**config.mk**
```make
export PLATFORM = sky130hd
export DESIGN_NAME = mem_port_arbiter_flat
export DESIGN_NICKNAME = d
export VERILOG_FILES = /design/src/rtl/mem_port_arbiter_if.sv /design/src/rtl/mem_port_arbiter.sv /design/src/flat_wrapper.sv
export SDC_FILE = /design/constraint.sdc
export NUM_CORES = 1
export LEC_CHECK = 0
export BUFFER_PORTS_ARGS = -buffer_cell sky130_fd_sc_hd__buf_2
export CORE_AREA = 2 2 268 270
export CTS_BUF_LIST = sky130_fd_sc_hd__clkbuf_8
export CTS_CLUSTER_SIZE = 14
export DETAILED_ROUTE_END_ITERATION = 6
export DIE_AREA = 0 0 270 272
export PLACE_DENSITY = 0.3
export RECOVER_POWER = 25
export REMOVE_ABC_BUFFERS = 1
export SLEW_MARGIN = 20
export SYNTH_ARGS = -nofsm -noshare
export SYNTH_HDL_FRONTEND = slang
export SYNTH_SLANG_ARGS = --single-unit
```
**constraint.sdc**
```tcl
create_clock -name clk -period 2.6 [get_ports clk]
set_input_delay 0.26 -clock clk [delete_from_list [all_inputs] [get_ports clk]]
set_output_delay 0.26 -clock clk [all_outputs]
set_load 0.02 [all_outputs]
```
**src/rtl/mem_port_arbiter_if.sv**
```systemverilog
// rtl/mem_port_arbiter_if.sv - fetch, load/store and RAM port bundle of the memory port arbiter
interface mem_port_arbiter_if;
    logic        if_req_valid;
    logic        if_req_ready;
    logic [63:0] if_addr;
    logic        if_resp_valid;
    logic [31:0] if_resp_inst;
    logic        ls_req_valid;
    logic        ls_req_ready;
    logic [63:0] ls_addr;
    logic        ls_wen;
    logic [63:0] ls_wdata;
    logic [63:0] ls_wmask;
    logic        ls_resp_valid;
    logic [63:0] ls_resp_rdata;
    logic        ram_en;
    logic [63:0] ram_ridx;
    logic [63:0] ram_rdata;
    logic [63:0] ram_widx;
    logic [63:0] ram_wdata;
    logic [63:0] ram_wmask;
    logic        ram_wen;
    logic        busy;

    modport master (
        output if_req_valid, if_addr, ls_req_valid, ls_addr, ls_wen, ls_wdata, ls_wmask, ram_rdata,
        input  if_req_ready, if_resp_valid, if_resp_inst, ls_req_ready, ls_resp_valid, ls_resp_rdata,
        input  ram_en, ram_ridx, ram_widx, ram_wdata, ram_wmask, ram_wen, busy
    );

    modport slave (
        input  if_req_valid, if_addr, ls_req_valid, ls_addr, ls_wen, ls_wdata, ls_wmask, ram_rdata,
        output if_req_ready, if_resp_valid, if_resp_inst, ls_req_ready, ls_resp_valid, ls_resp_rdata,
        output ram_en, ram_ridx, ram_widx, ram_wdata, ram_wmask, ram_wen, busy
    );
endinterface

```
**src/rtl/mem_port_arbiter.sv**
```systemverilog
// rtl/mem_port_arbiter.sv - shares one RAM port between fetch and load/store, LS first with fetch starvation guard
module mem_port_arbiter #(
    parameter logic [63:0] PC_START   = 64'h8000_0000,
    parameter int unsigned STARVE_MAX = 4
) (
    input  logic               clk,
    input  logic               rst,
    mem_port_arbiter_if.slave  bus
);
    localparam logic [1:0] ST_NONE  = 2'd0;
    localparam logic [1:0] ST_IF_RD = 2'd1;
    localparam logic [1:0] ST_LS_RD = 2'd2;
    localparam logic [1:0] ST_LS_WR = 2'd3;
    localparam logic [3:0] STARVE_LIM = 4'(STARVE_MAX);

    logic [1:0]  state_q, state_d;
    logic [3:0]  starve_q, starve_d;
    logic        half_q, half_d;
    logic        grant_if, grant_ls;
    logic [63:0] if_idx, ls_idx;

    always_comb begin
        if_idx   = (bus.if_addr - PC_START) >> 3;
        ls_idx   = ((bus.ls_addr & ~64'h7) - PC_START) >> 3;
        grant_if = !rst && bus.if_req_valid && (!bus.ls_req_valid || starve_q == STARVE_LIM);
        grant_ls = !rst && bus.ls_req_valid && !grant_if;

        state_d = ST_NONE;
        if (grant_if) begin
            state_d = ST_IF_RD;
        end else if (grant_ls) begin
            state_d = bus.ls_wen ? ST_LS_WR : ST_LS_RD;
        end

        // Counts consecutive cycles fetch was asking but lost; any gap in the request restarts it.
        starve_d = 4'd0;
        if (bus.if_req_valid && !grant_if) begin
            starve_d = (starve_q >= STARVE_LIM) ? STARVE_LIM : starve_q + 4'd1;
        end

        half_d = grant_if ? bus.if_addr[2] : half_q;
    end

    always_comb begin
        bus.if_req_ready = grant_if;
        bus.ls_req_ready = grant_ls;
        bus.ram_en       = grant_if || (grant_ls && !bus.ls_wen);
        bus.ram_ridx     = 64'd0;
        if (grant_if) begin
            bus.ram_ridx = if_idx;
        end else if (grant_ls && !bus.ls_wen) begin
            bus.ram_ridx = ls_idx;
        end
        bus.ram_wen   = grant_ls && bus.ls_wen;
        bus.ram_widx  = bus.ram_wen ? ls_idx       : 64'd0;
        bus.ram_wdata = bus.ram_wen ? bus.ls_wdata : 64'd0;
        bus.ram_wmask = bus.ram_wen ? bus.ls_wmask : 64'd0;

        // RAM data arrives the cycle after grant, so responses are steered straight from ram_rdata.
        bus.if_resp_valid = !rst && state_q == ST_IF_RD;
        bus.if_resp_inst  = 32'd0;
        if (bus.if_resp_valid) begin
            bus.if_resp_inst = half_q ? bus.ram_rdata[63:32] : bus.ram_rdata[31:0];
        end
        bus.ls_resp_valid = !rst && (state_q == ST_LS_RD || state_q == ST_LS_WR);
        bus.ls_resp_rdata = (!rst && state_q == ST_LS_RD) ? bus.ram_rdata : 64'd0;
        bus.busy          = !rst && state_q != ST_NONE;
    end

    always_ff @(posedge clk) begin
        if (rst) begin
            state_q  <= ST_NONE;
            starve_q <= 4'd0;
            half_q   <= 1'b0;
        end else begin
            state_q  <= state_d;
            starve_q <= starve_d;
            half_q   <= half_d;
        end
    end
endmodule

```
**src/flat_wrapper.sv**
```systemverilog
// flat-port wrapper written by rule: the top's interface ports become plain ports
module mem_port_arbiter_flat 
#(
    parameter logic [63:0] PC_START   = 64'h8000_0000,
    parameter int unsigned STARVE_MAX = 4
)
  (clk, rst, bus_if_req_valid, bus_if_addr, bus_ls_req_valid, bus_ls_addr, bus_ls_wen, bus_ls_wdata, bus_ls_wmask, bus_ram_rdata, bus_if_req_ready, bus_if_resp_valid, bus_if_resp_inst, bus_ls_req_ready, bus_ls_resp_valid, bus_ls_resp_rdata, bus_ram_en, bus_ram_ridx, bus_ram_widx, bus_ram_wdata, bus_ram_wmask, bus_ram_wen, bus_busy);
  mem_port_arbiter_if bus_i ();
  input  logic clk;
  input  logic rst;
  input wire logic [$bits(bus_i.if_req_valid)-1:0] bus_if_req_valid;
  input wire logic [$bits(bus_i.if_addr)-1:0] bus_if_addr;
  input wire logic [$bits(bus_i.ls_req_valid)-1:0] bus_ls_req_valid;
  input wire logic [$bits(bus_i.ls_addr)-1:0] bus_ls_addr;
  input wire logic [$bits(bus_i.ls_wen)-1:0] bus_ls_wen;
  input wire logic [$bits(bus_i.ls_wdata)-1:0] bus_ls_wdata;
  input wire logic [$bits(bus_i.ls_wmask)-1:0] bus_ls_wmask;
  input wire logic [$bits(bus_i.ram_rdata)-1:0] bus_ram_rdata;
  output wire logic [$bits(bus_i.if_req_ready)-1:0] bus_if_req_ready;
  output wire logic [$bits(bus_i.if_resp_valid)-1:0] bus_if_resp_valid;
  output wire logic [$bits(bus_i.if_resp_inst)-1:0] bus_if_resp_inst;
  output wire logic [$bits(bus_i.ls_req_ready)-1:0] bus_ls_req_ready;
  output wire logic [$bits(bus_i.ls_resp_valid)-1:0] bus_ls_resp_valid;
  output wire logic [$bits(bus_i.ls_resp_rdata)-1:0] bus_ls_resp_rdata;
  output wire logic [$bits(bus_i.ram_en)-1:0] bus_ram_en;
  output wire logic [$bits(bus_i.ram_ridx)-1:0] bus_ram_ridx;
  output wire logic [$bits(bus_i.ram_widx)-1:0] bus_ram_widx;
  output wire logic [$bits(bus_i.ram_wdata)-1:0] bus_ram_wdata;
  output wire logic [$bits(bus_i.ram_wmask)-1:0] bus_ram_wmask;
  output wire logic [$bits(bus_i.ram_wen)-1:0] bus_ram_wen;
  output wire logic [$bits(bus_i.busy)-1:0] bus_busy;
  assign bus_i.if_req_valid = bus_if_req_valid;
  assign bus_i.if_addr = bus_if_addr;
  assign bus_i.ls_req_valid = bus_ls_req_valid;
  assign bus_i.ls_addr = bus_ls_addr;
  assign bus_i.ls_wen = bus_ls_wen;
  assign bus_i.ls_wdata = bus_ls_wdata;
  assign bus_i.ls_wmask = bus_ls_wmask;
  assign bus_i.ram_rdata = bus_ram_rdata;
  assign bus_if_req_ready = bus_i.if_req_ready;
  assign bus_if_resp_valid = bus_i.if_resp_valid;
  assign bus_if_resp_inst = bus_i.if_resp_inst;
  assign bus_ls_req_ready = bus_i.ls_req_ready;
  assign bus_ls_resp_valid = bus_i.ls_resp_valid;
  assign bus_ls_resp_rdata = bus_i.ls_resp_rdata;
  assign bus_ram_en = bus_i.ram_en;
  assign bus_ram_ridx = bus_i.ram_ridx;
  assign bus_ram_widx = bus_i.ram_widx;
  assign bus_ram_wdata = bus_i.ram_wdata;
  assign bus_ram_wmask = bus_i.ram_wmask;
  assign bus_ram_wen = bus_i.ram_wen;
  assign bus_busy = bus_i.busy;
  mem_port_arbiter #(.PC_START(PC_START), .STARVE_MAX(STARVE_MAX)) u_core (.clk(clk), .rst(rst), .bus(bus_i));
endmodule
```
==> load_flow_metrics.sql <==
INSERT INTO impl_metrics (metric_group, metric, value, unit) VALUES
('yosys', 'ys_ff_latch', '7', ''),
('power', 'share_clk_of_total_power', '10.1', '%'),
('yosys', 'yosys_warnings', '0', ''),
('floorplanning', 'rows', '98', ''),
('yosys', 'synthCells', '671', ''),
('placement', 'dpl_cell_area', '9160', 'sq um'),
('final_layout', 'final_nets', '1677', ''),
('final_layout', 'layout_commonest_cell', 'buf_2', ''),
('global_route', 'grt_pass1_vias', '7690', ''),
('critical_path', 'worstReg2RegStart', 'u_core.starve_q[0]$_SDFF_PP0_', ''),
('power', 'switching_share_of_power', '52.4', '%'),
('critical_path', 'slowest_delay', '0.57', 'ns'),
('yosys', 'yosys_most_used_dff', 'dfxtp_1', ''),
('power', 'power.net_switching', '0.797', 'mW'),
('power', 'power.density_cell_area', '160', 'nW/um^2'),
('clocking', 'cts.reportedPaths.clkPinSlew', '0.04', 'ns'),
('timing', 'finalCriticalPeriod', '2.63', 'ns'),
('power', 'cell_internal_pwr', '0.723', 'mW'),
('placement', 'io_buffers', '672', ''),
('timing', 'grt_setup_unrepaired', 'true', ''),
('job', 'timing.max_cap.violations', '0', ''),
('drt', 'first_pass_iters', '5', ''),
('hold_path', 'min-delay-path-class', 'in -> reg', ''),
('drt', 'wire_per_inst', '16.5', 'microns'),
('floorplanning', 'die_footprint', '73400', 'sq um'),
('critical_path', 'worstPathArrival', '2.37', 'ns'),
('yosys', 'synth-simple-area-share', '55.3', '%'),
('global_route', 'grt_overflow_total', '0', ''),
('outcome', 'violations', 'setup timing', ''),
('timing', 'achievable-frequency', '0.381', 'GHz'),
('critical_path', 'critical_path.endpoint_type', 'output pin', ''),
('power', 'power.leakage', '5.50', 'nW'),
('outcome', 'run_status', 'complete, but fails checks', ''),
('hold_path', 'timing.hold.worst.start', 'bus_if_addr[2]', ''),
('floorplanning', 'core_box_area', '70800', 'sq um'),
('yosys', 'post_synthesis_mux_area_share', '7.51', '%'),
('drt', 'wirelength', '38100', 'microns'),
('floorplanning', 'ios', '684', ''),
('critical_path', 'slowest_stage_cell_crit_path', 'or4_4', ''),
('clocking', 'cts_htree_levels', '1', ''),
('global_route', 'grt_usage', '9.25', '%'),
('critical_path', 'worst_ep_required_time', '2.34', 'ns'),
('drt', 'vias', '7798', ''),
('clocking', 'cts_tree', 'done', ''),
('power', 'ir_drop', '0.0972', 'mV'),
('global_route', 'pin_count_of_the_biggest_net_entering_global_routing', '68', ''),
('drt', 'detail_route.drc_violations', '0', ''),
('drt', 'ant_nets', '0', ''),
('critical_path', 'setup.worst_path.start_class', 'input pin', ''),
('placement', 'dp_hpwl', '32300', 'microns'),
('yosys', 'synth_area_in_compound_gates', '11.9', '%'),
('final_layout', 'register_area', '141', 'sq um'),
('final_layout', 'drive_gt1_share', '57.2', '%'),
('timing', 'final_total_negative_setup_slack', '-0.0250', 'ns'),
('yosys', 'synth.avg_cell_area', '6.36', 'sq um'),
('placement', 'gp_congestion', '0.997', ''),
('timing', 'final_max_slew_viol_count', '0', ''),
('timing', 'relSlewSlack', '47.0', '%'),
('drt', 'routed_via_density', '3.39', ''),
('power', 'power.share.sequential', '8.0', '%'),
('clocking', 'numClockSinks', '7', ''),
('timing', 'period_utilisation_layout', '101', '%'),
('critical_path', 'crit_chain', 'buf_6 -> or4_4 -> or4_4 -> buf_12 -> nor4_4 -> xnor2_2 -> o22ai_2 -> buf_6', ''),
('floorplanning', 'initial_utilization', '6.03', '%'),
('final_layout', 'multiInputGateArea', '4050', 'sq um'),
('yosys', 'synth_xor_xnor_area_share', '12.5', '%'),
('timing', 'postLayoutSetupSlackWorst', '-0.0250', 'ns'),
('final_layout', 'mostFrequentLayoutCells', 'buf_2, and3_1, nor2_1, and2_1, buf_4', ''),
('global_route', 'grt_antenna_before_repair', '10', ''),
('timing', 'finalSetupViolations', '1', ''),
('critical_path', 'start_to_end_type_of_the_worst_setup_path', 'in -> out', '');
-- worst paths after layout --
check,endpoint,slack (ns),depth (start not counted)
hold / removal,u_core.half_q$_SDFFE_PP0P_,0.23,3
setup / recovery,bus_ram_ridx[55],-0.03,8
hold reg to reg,u_core.starve_q[0]$_SDFF_PP0_,0.46,1
setup reg to reg,u_core.half_q$_SDFFE_PP0P_,0.96,9
-- routing by layer --
metal  share of wire, %  GRT usage, %
met4                1.5          1.55
met5               0.18             0
met2                 48          16.2
met3                8.8          2.69
met1                 42          11.3
-- state kept, by name, summed over array words and instances (netlist names) --
register and cells:
u_core.starve_q 4, u_core.state_q 2, u_core.half_q 1
-- cell usage after synthesis, types with 2 or more instances --
master      n  area (sq um)
and2_1     65           407
or2_2       4          25.0
xor2_1      8          70.1
nor4_2      4          50.1
or4_1       3          22.5
nor2b_1     5          31.3
nand4_1     3          18.8
dfxtp_1     7           140
nor4_1     27           169
nand2b_1    2          12.5
clkbuf_1   66           248
mux2i_1    32           320
o22ai_1    30           188
nor3_1     25           125
o22ai_2     3          37.5
buf_4       6          45.0
o21a_1      2          15.0
nand3b_1    3          22.5
o21ai_0     2          10.0
a22o_1     28           245
xnor2_1    53           464
ha_1        4          50.1
and3_1    156           976
or4_4       2          22.5
inv_1      11          41.3
or3_1       9          56.3
nand3_1     4          20.0
nand2_1    19          71.3
nor2_1     80           300
-- worst max-delay path: cells and delay by family --
kind,cells,cell delay (ns)
XOR/XNOR,1,0.11
AO/OA/AOI/OAI,1,0.16
buffers and inverters,3,0.41
AND/OR/NAND/NOR,3,1.42
-- what timing repair did --
item                       4_1_cts  5_1_grt
hold endpoints to repair         0        0
setup buffers                    0        6
resized for setup               21       26
pin swaps                        6       24
setup endpoints to repair       27       86
hold buffers                     0        0
gates cloned                     0        2
-- kinds of logic (layout without fill, tap and decap cells) --
family / Yosys count / after routing
compound gates: 67 / 68
xor+xnor: 61 / 61
fa+ha+maj: 4 / 4
buf+inv: 85 / 754
flops: 7 / 7
mux: 32 / 32
other cells: 1 / 12
simple gates: 414 / 414
-- area by class of cell --
cell class                 instances  share of cell area [%]
tap                              950                    12.5
sequential                         7                    1.48
clock buffer                       3                   0.433
antenna                            5                   0.131
timing repair buffer             739                    42.5
clock inverter                     1                  0.0394
multi-input combinational        586                    42.5
inverter                          11                   0.433
-- through the flow --
stage	hold slack, ns	utilization, %	worst slack [ns]	instances
6_report	0.230	13.5	-0.0250	2302
5_1_grt	0.245	13.4	-0.0616	2298
4_1_cts	0.230	13.2	-0.110	2290
3_5_place_dp	0.457	12.9	-0.328	2286
3_3_place_gp	0.439	12.9	-0.271	2286
2_1_floorplan	0.359	-	-2.03	603
-- power groups by stage --
stage                     Sequential (mW)  Combinational (mW)  Clock, mW
after CTS                           0.121                1.25      0.158
after global placement              0.123                1.24          0
final                               0.121                1.25      0.154
after floorplan                     0.127               0.526          0
after global routing                0.122                1.34      0.171
after detailed placement            0.123                1.23          0
No activity file was read; power rests on OpenSTA's default activity.
